`src/rtl/clk_div_gen.sv`:
```
// Multi-channel clock-enable / divided-clock generator with shadowed divide ratios.
// Define CLKDIV_DUTY_EN to make the clk_div high time programmable through cfg_high.
module clk_div_gen #(
    parameter int unsigned N_CH     = 4,
    parameter int unsigned CNT_W    = 8,
    parameter int unsigned DIV_INIT = 4,
    localparam int unsigned CH_W    = (N_CH > 1) ? $clog2(N_CH) : 1
) (
    input  logic             inclk0,
    input  logic             areset_n,
    input  logic [N_CH-1:0]  en,
    input  logic             sync,
    input  logic             cfg_wr,
    input  logic [CH_W-1:0]  cfg_ch,
    input  logic [CNT_W-1:0] cfg_div,
    input  logic [CNT_W-1:0] cfg_high,
    output logic             cfg_err,
    output logic [N_CH-1:0]  pending,
    output logic [N_CH-1:0]  ce,
    output logic [N_CH-1:0]  clk_div
);

    localparam logic [CNT_W-1:0] DivInit  = CNT_W'(DIV_INIT);
    localparam logic [CNT_W-1:0] HighInit = CNT_W'(DIV_INIT / 2);
    localparam logic [CNT_W-1:0] One      = CNT_W'(1);

    logic [CNT_W-1:0] cnt_q      [N_CH];
    logic [CNT_W-1:0] cnt_d      [N_CH];
    logic [CNT_W-1:0] div_act_q  [N_CH];
    logic [CNT_W-1:0] div_act_d  [N_CH];
    logic [CNT_W-1:0] div_pend_q [N_CH];
    logic [CNT_W-1:0] div_pend_d [N_CH];
    logic [CNT_W-1:0] high_eff   [N_CH];
`ifdef CLKDIV_DUTY_EN
    logic [CNT_W-1:0] high_act_q  [N_CH];
    logic [CNT_W-1:0] high_act_d  [N_CH];
    logic [CNT_W-1:0] high_pend_q [N_CH];
    logic [CNT_W-1:0] high_pend_d [N_CH];
`else
    logic unused_cfg_high;
    assign unused_cfg_high = ^cfg_high;
`endif

    logic [N_CH-1:0] pending_q, pending_d;
    logic [N_CH-1:0] ce_q, ce_d;
    logic [N_CH-1:0] clk_div_q, clk_div_d;
    logic [N_CH-1:0] run_q;
    logic [N_CH-1:0] wrap, apply, wr_hit;
    logic            cfg_ok;
    logic            cfg_err_q;

    always_comb begin
        cfg_ok = cfg_wr && (cfg_div != '0) && (32'(cfg_ch) < N_CH);
`ifdef CLKDIV_DUTY_EN
        cfg_ok = cfg_ok && (cfg_high < cfg_div);
`endif
        for (int i = 0; i < N_CH; i++) begin
            // run_q marks the first enabled edge, which only loads cnt=0
            wrap[i]   = en[i] && run_q[i] && (cnt_q[i] == div_act_q[i] - One);
            apply[i]  = pending_q[i] && (wrap[i] || !en[i] || sync);
            wr_hit[i] = cfg_ok && (cfg_ch == CH_W'(i));

            div_act_d[i]  = apply[i] ? div_pend_q[i] : div_act_q[i];
            div_pend_d[i] = wr_hit[i] ? cfg_div : div_pend_q[i];
`ifdef CLKDIV_DUTY_EN
            high_act_d[i]  = apply[i] ? high_pend_q[i] : high_act_q[i];
            high_pend_d[i] = wr_hit[i] ? cfg_high : high_pend_q[i];
            high_eff[i]    = high_act_d[i];
`else
            high_eff[i]    = div_act_d[i] >> 1;
`endif
            // A new write on an applying edge stays pending for the next period
            pending_d[i] = wr_hit[i] || (pending_q[i] && !apply[i]);

            cnt_d[i] = (en[i] && run_q[i] && !sync && !wrap[i]) ? cnt_q[i] + One : '0;

            // Outputs are registered from next-state values so they align with cnt
            ce_d[i]      = en[i] && !sync && (cnt_d[i] == div_act_d[i] - One);
            clk_div_d[i] = en[i] && (cnt_d[i] < high_eff[i]);
        end
    end

    always_ff @(posedge inclk0 or negedge areset_n) begin
        if (!areset_n) begin
            for (int i = 0; i < N_CH; i++) begin
                cnt_q[i]       <= '0;
                div_act_q[i]   <= DivInit;
                div_pend_q[i]  <= DivInit;
`ifdef CLKDIV_DUTY_EN
                high_act_q[i]  <= HighInit;
                high_pend_q[i] <= HighInit;
`endif
            end
            pending_q <= '0;
            ce_q      <= '0;
            clk_div_q <= '0;
            run_q     <= '0;
            cfg_err_q <= 1'b0;
        end else begin
            for (int i = 0; i < N_CH; i++) begin
                cnt_q[i]       <= cnt_d[i];
                div_act_q[i]   <= div_act_d[i];
                div_pend_q[i]  <= div_pend_d[i];
`ifdef CLKDIV_DUTY_EN
                high_act_q[i]  <= high_act_d[i];
                high_pend_q[i] <= high_pend_d[i];
`endif
            end
            pending_q <= pending_d;
            ce_q      <= ce_d;
            clk_div_q <= clk_div_d;
            run_q     <= en;
            cfg_err_q <= cfg_wr && !cfg_ok;
        end
    end

`ifndef CLKDIV_DUTY_EN
    logic unused_high_init;
    assign unused_high_init = ^HighInit;
`endif

    assign cfg_err = cfg_err_q;
    assign pending = pending_q;
    assign ce      = ce_q;
    assign clk_div = clk_div_q;

endmodule

```
`config.mk`:
```
export PLATFORM = sky130hd
export DESIGN_NAME = clk_div_gen
export DESIGN_NICKNAME = d
export VERILOG_FILES = /design/src/rtl/clk_div_gen.sv
export SDC_FILE = /design/constraint.sdc
export NUM_CORES = 1
export LEC_CHECK = 0
export CORE_ASPECT_RATIO = 1.2
export CORE_MARGIN = 5
export CORE_UTILIZATION = 30
export DETAILED_ROUTE_END_ITERATION = 12
export HOLD_SLACK_MARGIN = 0.03
export MAX_ROUTING_LAYER = met4
export RECOVER_POWER = 50
export SYNTH_ARGS = -nofsm -noshare
export SYNTH_HDL_FRONTEND = slang
export SYNTH_SLANG_ARGS = --single-unit
```
`constraint.sdc`:
```
create_clock -name inclk0 -period 6.26 [get_ports inclk0]
set_input_delay 1.565 -clock inclk0 [delete_from_list [all_inputs] [get_ports inclk0]]
set_output_delay 1.565 -clock inclk0 [all_outputs]
set_load 0.005 [all_outputs]
```
# ---- Word-level counts from Yosys, hierarchy flattened
# Cells that the tools add are included.
dict set report word_totals {
  output_inout_bits 13
  in_bits 26
  reg_bits 113
  elab_cells 122
}
dict set report classes {
  order_cmp 4
  n_eq_ne 11
  reduce_logical 70
  mux 8
  n_addsub 12
}
# operator count
set op_table {}
lappend op_table {{$eq 8x8->1} 8}
lappend op_table {{$mux 8} 8}
lappend op_table {{$sub 8x1->8 const B} 8}
lappend op_table {{$logic_and 1x1->1} 42}
lappend op_table {{$add 8x1->8 const B} 4}
lappend op_table {{$lt 8x7->1} 4}
lappend op_table {{$logic_not 1->1} 14}
lappend op_table {{$logic_or 1x1->1} 12}
lappend op_table {{$reduce_bool 8->1} 1}
lappend op_table {{$eq 2x2->1 const B} 2}
lappend op_table {{$eq 2x1->1 const B} 1}
lappend op_table {{$logic_not 2->1} 1}

# ---- Depth between registers and ports, before layout
# Gate-level depths: netlist of run 1.
dict set report depth {
  ltp_word 10
  depth_mapped 16
  depth_no_buf 16
}

# ---- Worst setup path before layout of run 1
# OpenSTA, ideal clock, no wires.
dict set report synth_timing {
  kind {input-to-reg}
  from {in en[2]}
  to {reg ce_q[2], in the netlist ce[2]}
  t_arrival_ns 4.121
  cell_stages 12
  slack_ns 2.014
  setup_time_ns 0.125
  required_ns 6.135
  path_cell_list {nand2_1 > nor3_1 > nand4b_1 > nor4_1 > o21ai_1 > buf_2 > mux2i_1 > ha_1 > a2111o_1 > a31oi_1 > o2111ai_1 > a2111oi_0}
}
dict set report synth_via {
  elab_chain_len 9
  elab_cells_between_ends 15
  cone_classes {1 x add/sub; 1 x eq/ne; 2 x mux; 11 x reduce/logical}
}
# element line
set synth_lines {}
lappend synth_lines {{from (decl)} 11} ;# input logic [N_CH-1:0] en,
lappend synth_lines {{$logic_and 1x1->1} {59, 75}}
lappend synth_lines {{$logic_and 1x1->1} 59} ;# wrap[i] = en[i] && run_q[i] && (cnt_q[i] == div_act_q[i] - One);
lappend synth_lines {{$logic_or 1x1->1 (2 in series)} 60} ;# apply[i] = pending_q[i] && (wrap[i] || !en[i] || sync);
lappend synth_lines {{$logic_and 1x1->1} 60}
lappend synth_lines {{$mux 8} 63} ;# div_act_d[i] = apply[i] ? div_pend_q[i] : div_act_q[i];
lappend synth_lines {{$sub 8x1->8} 78} ;# ce_d[i] = en[i] && !sync && (cnt_d[i] == div_act_d[i] - One);
lappend synth_lines {{$eq 8x8->1} 78}
lappend synth_lines {{$logic_and 1x1->1 *} 78}
lappend synth_lines {{net ce_d[2]} 45} ;# logic [N_CH-1:0] ce_q, ce_d;
lappend synth_lines {{to (signal assigned)} 95} ;# ce_q <= '0;
lappend synth_lines {{to (signal assigned)} 110} ;# ce_q <= ce_d;
lappend synth_lines {{to (decl)} 45}
# The timed path passes the listed nets; every way through them passes the cells marked *.
# A chain may end at the register's enable or synchronous reset.

# ---- Final worst setup path of run 1
# Ends and elaborated chain as after synthesis.

==> results of run 1 <==
[logic make-up (layout without fill, tap and decap cells)]
| kind of cell | count (synthesis) | after routing |
|---|---|---|
| multiplexers | 67 | 67 |
| XOR/XNOR | 96 | 96 |
| AO/OA/AOI/OAI | 118 | 118 |
| adder cells (fa/ha/maj) | 36 | 36 |
| flip-flops | 113 | 113 |
| buffers and inverters | 76 | 120 |
| AND/OR/NAND/NOR | 257 | 257 |
[stage by stage]
step | util, % | worst slack [ns] | std cells
floorplan | - | 2.01 | 763
global placement | 32.8 | 1.01 | 1100
CTS | 35.1 | 1.38 | 1132
detailed placement | 32.8 | 0.981 | 1100
finish | 35.1 | 1.24 | 1132
global route | 35.1 | 0.630 | 1132
[cell type report]
type | instances | area (µm²)
well taps | 325 | 407
fillers | 2429 | 15900
repair buffers | 33 | 317
multi-input cells | 574 | 4280
clock inverters | 14 | 106
clock buffers | 18 | 439
inverters | 55 | 206
flip-flops and latches | 113 | 2840
[sequential cells by signal, summed over array words and instances (netlist names)]
register    cells
run_q           4
cfg_err         1
cnt_q          32
pending         4
ce              4
div_pend_q     32
div_act_q      32
clk_div         4
[critical path: cells and delay by family]
family | cells | cell delay (ns)
adders and majority gates | 1 | 0.32
buffers and inverters | 1 | 0.64
and+or+nand+nor | 4 | 0.80
AOI/OAI and AO/OA | 5 | 1.56
muxes | 1 | 0.37
[power groups by stage]
stage,clock (mW),combinational [mW],sequential (mW)
final,0.892,0.978,1.06
after global routing,0.947,1.10,1.08
after CTS,0.908,0.986,1.06
after detailed placement,0,0.979,1.07
after global placement,0,0.962,1.07
after floorplan,0,0.803,0.980
[path summary, 6_finish.rpt]
path,start,end,slack (ns)
setup / recovery,en[2],ce[2]$_DFF_PN0_,1.24
hold / removal,div_pend_q[14]$_DFFE_PN0P_,div_pend_q[14]$_DFFE_PN0P_,0.51
setup reg to reg,div_act_q[8]$_DFF_PN0_,ce[2]$_DFF_PN0_,1.99
hold reg to reg,div_pend_q[14]$_DFFE_PN0P_,div_pend_q[14]$_DFFE_PN0P_,0.51
max in group asynchronous,areset_n,div_pend_q[7]$_DFFE_PN0P_,1.55
min in group asynchronous,areset_n,run_q[3]$_DFF_PN0_,2.51
[per-layer routing]
metal / track usage, % / routed length (µm)
met2: 22.5 / 8990
met4: 5.34 / 435
met3: 1.97 / 371
met1: 16.1 / 8020
met5: - / 0
[layout by cell type, fill, tap and decap left out, types with 5 or more instances in the layout]
master | synthesis | routed
sky130_fd_sc_hd__nand2_1 | 48 | 48
sky130_fd_sc_hd__and3_1 | 7 | 7
sky130_fd_sc_hd__nor4_1 | 6 | 6
sky130_fd_sc_hd__o21bai_1 | 5 | 5
sky130_fd_sc_hd__dlygate4sd3_1 | 0 | 6
sky130_fd_sc_hd__nand3_1 | 29 | 29
sky130_fd_sc_hd__mux2_2 | 36 | 36
sky130_fd_sc_hd__or3_1 | 8 | 8
sky130_fd_sc_hd__nor3_1 | 23 | 23
sky130_fd_sc_hd__clkbuf_16 | 0 | 17
sky130_fd_sc_hd__a31oi_1 | 10 | 10
sky130_fd_sc_hd__o21ai_1 | 9 | 9
sky130_fd_sc_hd__dfrtp_1 | 105 | 105
sky130_fd_sc_hd__dfstp_2 | 8 | 8
sky130_fd_sc_hd__and2_1 | 5 | 5
sky130_fd_sc_hd__xor2_1 | 46 | 46
sky130_fd_sc_hd__xnor2_1 | 49 | 49
sky130_fd_sc_hd__nor2b_1 | 11 | 11
sky130_fd_sc_hd__mux2i_1 | 25 | 25
sky130_fd_sc_hd__nand4_1 | 11 | 11
sky130_fd_sc_hd__ha_1 | 36 | 36
sky130_fd_sc_hd__a21oi_1 | 23 | 23
sky130_fd_sc_hd__inv_1 | 51 | 51
sky130_fd_sc_hd__o21ai_0 | 15 | 15
sky130_fd_sc_hd__nor2_1 | 69 | 69
sky130_fd_sc_hd__clkdlybuf4s50_1 | 0 | 23
[cells in the mapped netlist (9+ instances only)]
| cell type | number |
|---|---|
| sky130_fd_sc_hd__a21oi_1 | 23 |
| sky130_fd_sc_hd__a31oi_1 | 10 |
| sky130_fd_sc_hd__clkbuf_1 | 16 |
| sky130_fd_sc_hd__dfrtp_1 | 105 |
| sky130_fd_sc_hd__ha_1 | 36 |
| sky130_fd_sc_hd__inv_1 | 51 |
| sky130_fd_sc_hd__mux2_2 | 36 |
| sky130_fd_sc_hd__mux2i_1 | 25 |
| sky130_fd_sc_hd__nand2_1 | 48 |
| sky130_fd_sc_hd__nand3_1 | 29 |
| sky130_fd_sc_hd__nand4_1 | 11 |
| sky130_fd_sc_hd__nor2_1 | 69 |
| sky130_fd_sc_hd__nor2b_1 | 11 |
| sky130_fd_sc_hd__nor3_1 | 23 |
| sky130_fd_sc_hd__o21ai_0 | 15 |
| sky130_fd_sc_hd__o21ai_1 | 9 |
| sky130_fd_sc_hd__xnor2_1 | 49 |
| sky130_fd_sc_hd__xor2_1 | 46 |
==> results_tabular.tex, run 1 <==
\begin{tabular}{lr}
\hline
Metric & Value \\
\hline
\multicolumn{2}{l}{\textbf{Status}} \\
\quad Status & complete, but fails checks \\
\quad Violated checks & max-capacitance violations, max-slew violations \\
\multicolumn{2}{l}{\textbf{Timing}} \\
\quad Crit path time final & 5.02 ns \\
\quad Max-slew violation total from the final report & 71 \\
\quad Period utilization & 80.2\% \\
\quad Max-slew headroom at the worst pin & -161\% \\
\quad Final setup violation count & 0 \\
\quad Tightest Pin Transition & 3.91 ns \\
\quad Final TNS setup & 0 ns \\
\quad Post-Route Skew & 0.00813 ns \\
\quad RSZ-0062 raised after global routing & no \\
\quad Worst hold slack & 0.507 ns \\
\quad Upper clock frequency limit & 199 MHz \\
\quad Count of final hold-check violations & 0 \\
\multicolumn{2}{l}{\textbf{Route}} \\
\quad Post-detailed-route DRC marker count & 0 \\
\quad Vias per cell & between 5 and 6 \\
\quad Routed WL per cell & 15.7 µm \\
\quad Number of iterations in the first detailed-routing pass & 4 \\
\quad Total via count after detailed routing & 5683 \\
\quad Detailed-route wire length & 17800 µm \\
\quad Number of routed nets with antenna violations & 0 \\
\quad Initial detailed-routing violation count & 324 \\
\multicolumn{2}{l}{\textbf{Logic synthesis}} \\
\quad Cell area after synthesis & between 7000 and 8000 µm² \\
\quad Area contributors post-synth & sky130\_fd\_sc\_hd\_\_dfrtp\_1 35\%, sky130\_fd\_sc\_hd\_\_ha\_1 6.1\%, sky130\_fd\_sc\_hd\_\_xnor2\_1 5.8\% \\
\quad Fraction of the mapped netlist area in simple logic gates & 18.4\% \\
\quad Area share of the largest cell type after synthesis & 35.4\% \\
\quad Post-synthesis cell count & 763 \\
\quad Register bit count reported by yosys & 113 \\
\quad Count of flip-flops with a built-in enable after synthesis & 0 \\
\quad Dominant combinational cell family by area after synthesis & simple AND/OR/NAND/NOR gates \\
\quad Cell type contributing the most total cell area after synthesis & sky130\_fd\_sc\_hd\_\_dfrtp\_1 \\
\quad Adder-cell share of the synthesized area & 6.08\% \\
\quad Fraction of the yosys area taken by sequential cells & 38.3\% \\
\quad Flip-flop cell with the highest count after synthesis & sky130\_fd\_sc\_hd\_\_dfrtp\_1 \\
\quad Complex-gate fraction of the synthesized area & $\sim$12\% \\
\quad Post-synth cell types & 83 \\
\quad Synth Net Count & 825 \\
\quad Mapped Avg Cell Area & 9.72 µm² \\
\quad Xor-xnor portion of the synthesized cell area & 11.5\% \\
\quad Warnings, synthesis & 0 \\
\quad FFs w/ async S/R, synth & 100\% \\
\quad Portion of netlist area occupied by mux cells & about a tenth \\
\multicolumn{2}{l}{\textbf{Setup path}} \\
\quad Required time reported for the critical path endpoint & 6.50 ns \\
\quad Crit Path Category & primary input to flip-flop \\
\quad CP arrival & 5.26 ns \\
\quad Critical Path Source Type & primary input \\
\quad Cell Chain, Critical Path & dlygate4sd3\_1, nand2\_1, nor3\_1, nand4b\_1, nor4\_1, o21ai\_1, mux2i\_1, ha\_1, a2111o\_1, a31oi\_1, o2111ai\_1, a2111oi\_0 \\
\quad Delay of the slowest cell on the worst path & 0.64 ns \\
\quad Biggest fanout along the worst timing path & 7 \\
\quad Cell with the biggest individual delay on the critical path & sky130\_fd\_sc\_hd\_\_dlygate4sd3\_1 \\
\quad Nature of the critical path endpoint & flip-flop \\
\quad Number of cells on the worst reg-to-reg path & 12 \\
\multicolumn{2}{l}{\textbf{Power and ir drop}} \\
\quad Pwr dens & 341 nW/µm² \\
\quad Part of the power in registers & 36.1\% \\
\quad Cell internal power dissipation & roughly 1.8 mW \\
\quad Share of power burned in combinational logic & 33.4\% \\
\quad Static leakage power & 3.75 nW \\
\quad Sw frac & 37.3\% \\
\quad Total net switching power & 1.09 mW \\
\quad Clock group share of total power & between 30 and 40\% \\
\quad Worst VDD drop & $\sim$0.18 mV \\
\quad Final Total Pwr & between 2 and 3 mW \\
\multicolumn{2}{l}{\textbf{Place}} \\
\quad Total placed instance area & 8050 µm² \\
\quad Final estimated routing congestion in global placement & 0.844 \\
\quad HPWL after detailed placement & 13300 µm \\
\quad Number of port buffers & 30 \\
\multicolumn{2}{l}{\textbf{Global routing}} \\
\quad GRT Resource Usage Total & 13.3\% \\
\quad Largest net degree at the start of global routing & 71 \\
\quad First-pass GRT wire length & 29600 µm \\
\quad Via count of the first global-routing pass & about 5700 \\
\quad Antenna violations before repair & 0 \\
\quad Gr ovfl total & 0 \\
\multicolumn{2}{l}{\textbf{Floorplan}} \\
\quad Area of the placeable core & 24500 µm² \\
\quad Std-Cell Rows & 63 \\
\quad Die footprint & between 20000 and 30000 µm² \\
\quad Floorplan die height & 182 µm \\
\quad Horizontal extent of the die & around 150 µm \\
\quad Top-level I/O count & 39 \\
\quad Starting density of the core & about 30\% \\
\multicolumn{2}{l}{\textbf{Hold path}} \\
\quad Type of the most critical hold path & flip-flop to flip-flop \\
\quad Min-Delay Path Depth & 1 \\
\multicolumn{2}{l}{\textbf{Clock tree}} \\
\quad CTS buffer count & 17 \\
\quad TritonCTS clock tree & built \\
\quad \# H-tree levels & 4 \\
\quad Hold buffer count at cts & 0 \\
\quad Clock Latency Late Sink & 0.42 ns \\
\quad Clock transition at path regs & 0.05 ns \\
\quad CTS resizes & 0 \\
\quad Library cell used as clock root buffer & sky130\_fd\_sc\_hd\_\_clkbuf\_16 \\
\quad Post-CTS setup buffer count & 0 \\
\quad CTS Buffer Depth & 2 \\
\quad Number of sinks handled by clock tree synthesis & 113 \\
\multicolumn{2}{l}{\textbf{Cells and area}} \\
\quad Area growth syn-to-layout & 15.9\% \\
\quad Fraction of final layout cells with drive strength greater than 1 & 13.6\% \\
\quad Design Area, Final & about 8600 µm² \\
\quad Final antenna diode count & 0 \\
\quad Total number of nets in the final design & 856 \\
\multicolumn{2}{l}{\textbf{Job}} \\
\quad Max Cap Viol & 1 \\
\hline
\end{tabular}
Note: power is estimated with default switching activity, not from simulation.
==> run 2, diff against run 1 <==
==> constraint.sdc (replaced) <==
create_clock -name inclk0 -period 5.1 [get_ports inclk0]
set_input_delay 1.275 -clock inclk0 [delete_from_list [all_inputs] [get_ports inclk0]]
set_output_delay 1.275 -clock inclk0 [all_outputs]
set_load 0.005 [all_outputs]
==> results_tabular.tex, run 2 (synthesis results as in run 1) <==
\begin{tabular}{lr}
\hline
Metric & Value \\
\hline
\multicolumn{2}{l}{\textbf{Status}} \\
\quad Status & complete, but fails checks \\
\quad Violated checks & max-capacitance violations, max-slew violations \\
\multicolumn{2}{l}{\textbf{Setup path}} \\
\quad Biggest fanout along the worst timing path & 4 \\
\quad Critical Path Source Type & primary input \\
\quad Required time reported for the critical path endpoint & 5.36 ns \\
\quad Crit Path Category & primary input to flip-flop \\
\quad Nature of the critical path endpoint & flip-flop \\
\quad CP arrival & 4.68 ns \\
\multicolumn{2}{l}{\textbf{Clock tree}} \\
\quad Number of sinks handled by clock tree synthesis & $\sim$110 \\
\quad Library cell used as clock root buffer & sky130\_fd\_sc\_hd\_\_clkbuf\_16 \\
\quad CTS buffer count & 17 \\
\quad CTS Buffer Depth & 2 \\
\quad Clock Latency Late Sink & 0.42 ns \\
\quad TritonCTS clock tree & built \\
\quad \# H-tree levels & 4 \\
\quad CTS resizes & 0 \\
\quad Hold buffer count at cts & 0 \\
\quad Clock transition at path regs & 0.05 ns \\
\quad Post-CTS setup buffer count & 0 \\
\multicolumn{2}{l}{\textbf{Floorplan}} \\
\quad Std-Cell Rows & 63 \\
\quad Floorplan die height & between 150 and 200 µm \\
\quad Die footprint & 28000 µm² \\
\quad Top-level I/O count & 39 \\
\quad Horizontal extent of the die & 154 µm \\
\quad Area of the placeable core & 24500 µm² \\
\quad Starting density of the core & 30.2\% \\
\multicolumn{2}{l}{\textbf{Power and ir drop}} \\
\quad Final Total Pwr & 3.69 mW \\
\quad Worst VDD drop & 0.231 mV \\
\quad Static leakage power & 3.79 nW \\
\quad Pwr dens & 424 nW/µm² \\
\multicolumn{2}{l}{\textbf{Route}} \\
\quad Number of iterations in the first detailed-routing pass & 5 \\
\quad Initial detailed-routing violation count & $\sim$280 \\
\quad Post-detailed-route DRC marker count & 0 \\
\quad Routed WL per cell & $\sim$16 µm \\
\quad Detailed-route wire length & 17900 µm \\
\quad Vias per cell & 5.05 \\
\quad Total via count after detailed routing & 5757 \\
\quad Number of routed nets with antenna violations & 0 \\
\multicolumn{2}{l}{\textbf{Cells and area}} \\
\quad Top flop regs & cnt\_q: 32 flops, div\_act\_q: 32 flops, div\_pend\_q: 32 flops \\
\quad Final antenna diode count & 0 \\
\quad Total number of nets in the final design & 864 \\
\quad Highest-count cells in the layout ignoring fill and taps & 105 x sky130\_fd\_sc\_hd\_\_dfrtp\_1, 69 x sky130\_fd\_sc\_hd\_\_nor2\_1, 51 x sky130\_fd\_sc\_hd\_\_inv\_1, 49 x sky130\_fd\_sc\_hd\_\_xnor2\_1, 48 x sky130\_fd\_sc\_hd\_\_nand2\_1 \\
\quad Fraction of final layout cells with drive strength greater than 1 & 14.2\% \\
\quad Area growth syn-to-layout & 17.1\% \\
\quad Commonest non-fill, non-tap cell in the layout & sky130\_fd\_sc\_hd\_\_dfrtp\_1 \\
\multicolumn{2}{l}{\textbf{Timing}} \\
\quad Max-slew headroom at the worst pin & -93.7\% \\
\quad Post-Route Skew & 0.0147 ns \\
\quad Upper clock frequency limit & 226 MHz \\
\quad Period utilization & between 80\% and 90\% \\
\quad Crit path time final & approximately 4.4 ns \\
\quad RSZ-0062 raised after global routing & no \\
\quad Tightest Pin Transition & roughly 2.9 ns \\
\quad Final TNS setup & 0 ns \\
\quad Final setup violation count & 0 \\
\quad Max-slew violation total from the final report & 53 \\
\quad Count of final hold-check violations & 0 \\
\multicolumn{2}{l}{\textbf{Global routing}} \\
\quad Antenna violations before repair & 0 \\
\quad Largest net degree at the start of global routing & 53 \\
\quad GRT Resource Usage Total & 13.5\% \\
\quad Via count of the first global-routing pass & a little under 6000 \\
\quad First-pass GRT wire length & 30000 µm \\
\quad Gr ovfl total & 0 \\
\multicolumn{2}{l}{\textbf{Place}} \\
\quad Final estimated routing congestion in global placement & between 0.8 and 0.9 \\
\quad Number of port buffers & 30 \\
\quad HPWL after detailed placement & between 10000 and 15000 µm \\
\multicolumn{2}{l}{\textbf{Hold path}} \\
\quad Type of the most critical hold path & flip-flop to flip-flop \\
\multicolumn{2}{l}{\textbf{Job}} \\
\quad Max Cap Viol & 1 \\
\hline
\end{tabular}
==> run 2: cell count changes in the layout (fill, tap and decap cells not counted), sizes merged, moves of 2 or more <==
cell | before | now
buf | 3 | 9
bufinv | 0 | 2
clkbuf | 19 | 23
clkinv | 6 | 4
inv | 59 | 56
==> run 2: critical path: stages <==
cell and delay (ns):
sky130_fd_sc_hd__dlygate4sd3_1 0.58, sky130_fd_sc_hd__nand2_1 0.08, sky130_fd_sc_hd__nor3_1 0.19, sky130_fd_sc_hd__nand4b_1 0.11, sky130_fd_sc_hd__nor4_1 0.38, sky130_fd_sc_hd__o21ai_1 0.23
sky130_fd_sc_hd__mux2i_1 0.34, sky130_fd_sc_hd__ha_1 0.32, sky130_fd_sc_hd__a2111o_1 0.35, sky130_fd_sc_hd__a31oi_1 0.21, sky130_fd_sc_hd__o2111ai_1 0.19, sky130_fd_sc_hd__a2111oi_0 0.44
==> run 2: cell type report <==
type | count | area (µm²)
Multi-Input combinational cell | 574 | 4280
Timing Repair Buffer | 41 | 372
Sequential cell | 113 | 2840
Clock inverter | 12 | 134
Clock buffer | 20 | 447
Inverter | 55 | 206
Fill cell | 2451 | 15800
Tap cell | 325 | 407
==> run 2: final timing paths <==
kind	startpoint	end	slack [ns]	cells past startpoint
max	en[2]	ce[2]$_DFF_PN0_	0.68	12
min	div_pend_q[15]$_DFFE_PN0P_	div_pend_q[15]$_DFFE_PN0P_	0.51	1
max reg2reg	div_act_q[1]$_DFF_PN0_	ce[3]$_DFF_PN0_	1.01	10
min reg2reg	div_pend_q[15]$_DFFE_PN0P_	div_pend_q[15]$_DFFE_PN0P_	0.51	1
max in group asynchronous	areset_n	pending[0]$_DFF_PN0_	1.17	2
min in group asynchronous	areset_n	cnt_q[7]$_DFF_PN0_	1.81	1
==> run 2: report_power, final <==
| group | internal [mW] | switching (mW) |
|---|---|---|
| clock | 0.732 | 0.435 |
| sequential | 1.06 | 0.241 |
| combinational | 0.566 | 0.650 |
==> run 2: metrics by stage <==
stage / hold WS [ns] / utilization [%] / worst slack [ns] / cell area (µm²) / std cells
floorplan: 0.479 / - / 1.14 / 7410 / 763
global placement: 0.490 / 33.1 / 0.409 / 8110 / 1108
detailed placement: 0.497 / 33.1 / 0.358 / 8110 / 1108
CTS: 0.510 / 35.5 / 0.730 / 8690 / 1140
global route: 0.529 / 35.4 / 0.274 / 8680 / 1140
finish: 0.505 / 35.4 / 0.677 / 8680 / 1140
==> run 2: layer usage <==
| metal | part of all wire [%] | wire length [µm] | track usage [%] |
|---|---|---|---|
| met1 | 45 | 8130 | 16.5 |
| met2 | 51 | 9120 | 22.9 |
| met3 | 1.9 | 346 | 1.87 |
| met4 | 1.8 | 326 | 4.81 |
| met5 | 0 | 0 | - |
==> run 3, diff against run 2 <==
==> constraint.sdc (replaced) <==
create_clock -name inclk0 -period 4.5 [get_ports inclk0]
set_input_delay 1.125 -clock inclk0 [delete_from_list [all_inputs] [get_ports inclk0]]
set_output_delay 1.125 -clock inclk0 [all_outputs]
set_load 0.005 [all_outputs]
==> results_tabular.tex, run 3 (synthesis results as in run 1) <==
\begin{tabular}{lr}
\hline
Metric & Value \\
\hline
\multicolumn{2}{l}{\textbf{Setup path}} \\
\quad Last element of the critical path & ce[2]\$\_DFF\_PN0\_ \\
\quad Setup crit start & en[2] \\
\quad Reg-to-reg critical path startpoint & div\_act\_q[1]\$\_DFF\_PN0\_ \\
\quad Biggest fanout along the worst timing path & 4 \\
\quad CP arrival & 4.31 ns \\
\quad Worst R2R End & ce[3]\$\_DFF\_PN0\_ \\
\quad Nature of the critical path endpoint & flip-flop \\
\quad Critical Path Source Type & primary input \\
\quad Required time reported for the critical path endpoint & 4.76 ns \\
\quad Reg2Reg Setup Slack & 0.49 ns \\
\quad Crit Path Category & primary input to flip-flop \\
\quad Number of cells on the worst reg-to-reg path & 13 \\
\multicolumn{2}{l}{\textbf{Power and ir drop}} \\
\quad Final Total Pwr & roughly 4.3 mW \\
\quad Part of the power in registers & approximately 34\% \\
\quad Share of power burned in combinational logic & between 30\% and 40\% \\
\quad Cell internal power dissipation & 2.82 mW \\
\quad Total net switching power & 1.50 mW \\
\quad Clock group share of total power & 33.4\% \\
\quad Sw frac & 34.7\% \\
\quad Worst VDD drop & 0.326 mV \\
\quad Pwr dens & 489 nW/µm² \\
\quad Static leakage power & 3.88 nW \\
\multicolumn{2}{l}{\textbf{Timing}} \\
\quad Post-Route Skew & slightly below 0.006 ns \\
\quad Max-slew headroom at the worst pin & -38.7\% \\
\quad Crit path time final & between 4 and 5 ns \\
\quad RSZ-0062 raised after global routing & no \\
\quad Worst hold slack & 0.505 ns \\
\quad Period utilization & 90.1\% \\
\quad Final setup violation count & 0 \\
\quad Final TNS setup & 0 ns \\
\quad Tightest Pin Transition & 2.08 ns \\
\quad Upper clock frequency limit & 247 MHz \\
\quad Count of final hold-check violations & 0 \\
\quad Max-slew violation total from the final report & 37 \\
\multicolumn{2}{l}{\textbf{Clock tree}} \\
\quad CTS Buffer Depth & 2 \\
\quad Number of sinks handled by clock tree synthesis & 113 \\
\quad Post-CTS setup buffer count & 0 \\
\quad Hold buffer count at cts & 0 \\
\quad Clock Latency Late Sink & a little over 0.4 ns \\
\quad \# H-tree levels & 4 \\
\quad Clock transition at path regs & 0.05 ns \\
\quad Library cell used as clock root buffer & sky130\_fd\_sc\_hd\_\_clkbuf\_16 \\
\quad TritonCTS clock tree & built \\
\quad CTS buffer count & 17 \\
\quad CTS resizes & 0 \\
\multicolumn{2}{l}{\textbf{Global routing}} \\
\quad GRT Resource Usage Total & 13.5\% \\
\quad First-pass GRT wire length & 30000 µm \\
\quad Gr ovfl total & 0 \\
\quad Antenna violations before repair & 0 \\
\quad Largest net degree at the start of global routing & 42 \\
\quad Via count of the first global-routing pass & roughly 5900 \\
\multicolumn{2}{l}{\textbf{Cells and area}} \\
\quad Highest-count cells in the layout ignoring fill and taps & 105 x sky130\_fd\_sc\_hd\_\_dfrtp\_1, 69 x sky130\_fd\_sc\_hd\_\_nor2\_1, 51 x sky130\_fd\_sc\_hd\_\_inv\_1, 49 x sky130\_fd\_sc\_hd\_\_xnor2\_1, 48 x sky130\_fd\_sc\_hd\_\_nand2\_1 \\
\quad Post-route insts no fill & 1151 \\
\quad Commonest non-fill, non-tap cell in the layout & sky130\_fd\_sc\_hd\_\_dfrtp\_1 \\
\quad Fraction of final layout cells with drive strength greater than 1 & between 10\% and 20\% \\
\quad Total number of nets in the final design & roughly 880 \\
\quad Fillcell total & 2430 \\
\quad Area growth syn-to-layout & 19.0\% \\
\quad Final antenna diode count & 0 \\
\quad Top flop regs & cnt\_q: 32 flops, div\_act\_q: 32 flops, div\_pend\_q: 32 flops \\
\quad Design Area, Final & just under 9000 µm² \\
\multicolumn{2}{l}{\textbf{Status}} \\
\quad Violated checks & max-capacitance violations, max-slew violations \\
\quad Status & complete, but fails checks \\
\multicolumn{2}{l}{\textbf{Floorplan}} \\
\quad Std-Cell Rows & 63 \\
\quad Floorplan die height & 182 µm \\
\quad Starting density of the core & 30.2\% \\
\quad Die footprint & 28000 µm² \\
\quad Horizontal extent of the die & 154 µm \\
\quad Area of the placeable core & 24500 µm² \\
\quad Top-level I/O count & 39 \\
\multicolumn{2}{l}{\textbf{Place}} \\
\quad Number of cells after detailed placement & between 1000 and 1500 \\
\quad Final estimated routing congestion in global placement & 0.899 \\
\quad HPWL after detailed placement & 13600 µm \\
\quad Number of port buffers & 30 \\
\quad Total placed instance area & 8200 µm² \\
\multicolumn{2}{l}{\textbf{Route}} \\
\quad Detailed-route wire length & around 18000 µm \\
\quad Post-detailed-route DRC marker count & 0 \\
\quad Routed WL per cell & 15.5 µm \\
\quad Number of iterations in the first detailed-routing pass & 4 \\
\quad Detailed route wirelength on metal2 & just over 9000 µm \\
\quad Number of routed nets with antenna violations & 0 \\
\quad Initial detailed-routing violation count & 246 \\
\quad Uppermost metal layer occupied by signal nets & met4 \\
\quad Vias per cell & 4.93 \\
\quad Total via count after detailed routing & around 5700 \\
\quad Met1 WL & $\sim$8000 µm \\
\quad Detailed route wirelength on metal3 & 420 µm \\
\multicolumn{2}{l}{\textbf{Job}} \\
\quad Max Cap Viol & 1 \\
\multicolumn{2}{l}{\textbf{Hold path}} \\
\quad Hold path start & div\_pend\_q[31]\$\_DFFE\_PN0P\_ \\
\quad Type of the most critical hold path & flip-flop to flip-flop \\
\hline
\end{tabular}
run 3: cell types whose count changed in the layout (fill, tap and decap cells not counted):
cell                         before  now
sky130_fd_sc_hd__clkbuf_8         1    2
sky130_fd_sc_hd__bufinv_16        2    4
sky130_fd_sc_hd__buf_4            9   20
sky130_fd_sc_hd__clkinv_2         2    3
sky130_fd_sc_hd__clkinvlp_4       5    3
sky130_fd_sc_hd__clkbuf_1         3    1
run 3: worst max-delay path, stage by stage:
cell	delay [ns]
sky130_fd_sc_hd__dlygate4sd3_1	0.57
sky130_fd_sc_hd__nand2_1	0.09
sky130_fd_sc_hd__nor3_1	0.19
sky130_fd_sc_hd__nand4b_1	0.11
sky130_fd_sc_hd__nor4_1	0.24
sky130_fd_sc_hd__buf_4	0.18
sky130_fd_sc_hd__o21ai_1	0.13
sky130_fd_sc_hd__mux2i_1	0.24
sky130_fd_sc_hd__ha_1	0.30
sky130_fd_sc_hd__a2111o_1	0.36
sky130_fd_sc_hd__a31oi_1	0.17
sky130_fd_sc_hd__o2111ai_1	0.16
sky130_fd_sc_hd__a2111oi_0	0.44
run 3: through the flow:
step	util (%)	worst slack [ns]
2_1_floorplan	-	0.666
3_3_place_gp	33.4	0.0558
3_5_place_dp	33.4	0.124
4_1_cts	36.0	0.425
5_1_grt	36.0	0.184
6_report	36.0	0.448
run 3: final cells by class:
class                   count  area (µm²)  share of cell area (%)
clock buffers              19         453                    5.13
multi-input cells         574        4280                    48.5
clock inverters            13         184                    2.08
repair buffers             52         454                    5.15
well taps                 325         407                    4.61
flip-flops and latches    113        2840                    32.2
inverters                  55         206                    2.34
run 3: per-layer routing:
metal  vias up  global-route usage [%]
li1       2822                       -
met1      2755                    16.6
met2        74                    23.1
met3        19                    1.66
met4         0                    4.35
met5         -                       -
run 3: worst min-delay path by stage:
stage | cells past startpoint | slack [ns] | end
global placement | 1 | 0.49 | div_pend_q[14]$_DFFE_PN0P_
detailed placement | 1 | 0.49 | div_pend_q[31]$_DFFE_PN0P_
global route | 1 | 0.52 | div_pend_q[15]$_DFFE_PN0P_
finish | 1 | 0.51 | div_pend_q[31]$_DFFE_PN0P_
CTS | 1 | 0.51 | div_pend_q[31]$_DFFE_PN0P_
floorplan | 1 | 0.48 | div_pend_q[14]$_DFFE_PN0P_
run 3: power by group through the flow:
stage	clock, mW	combinational, mW	sequential (mW)
floorplan	0	1.12	1.36
global placement	0	1.37	1.49
detailed placement	0	1.39	1.49
CTS	1.47	1.40	1.48
global route	1.52	1.56	1.51
finish	1.44	1.39	1.48
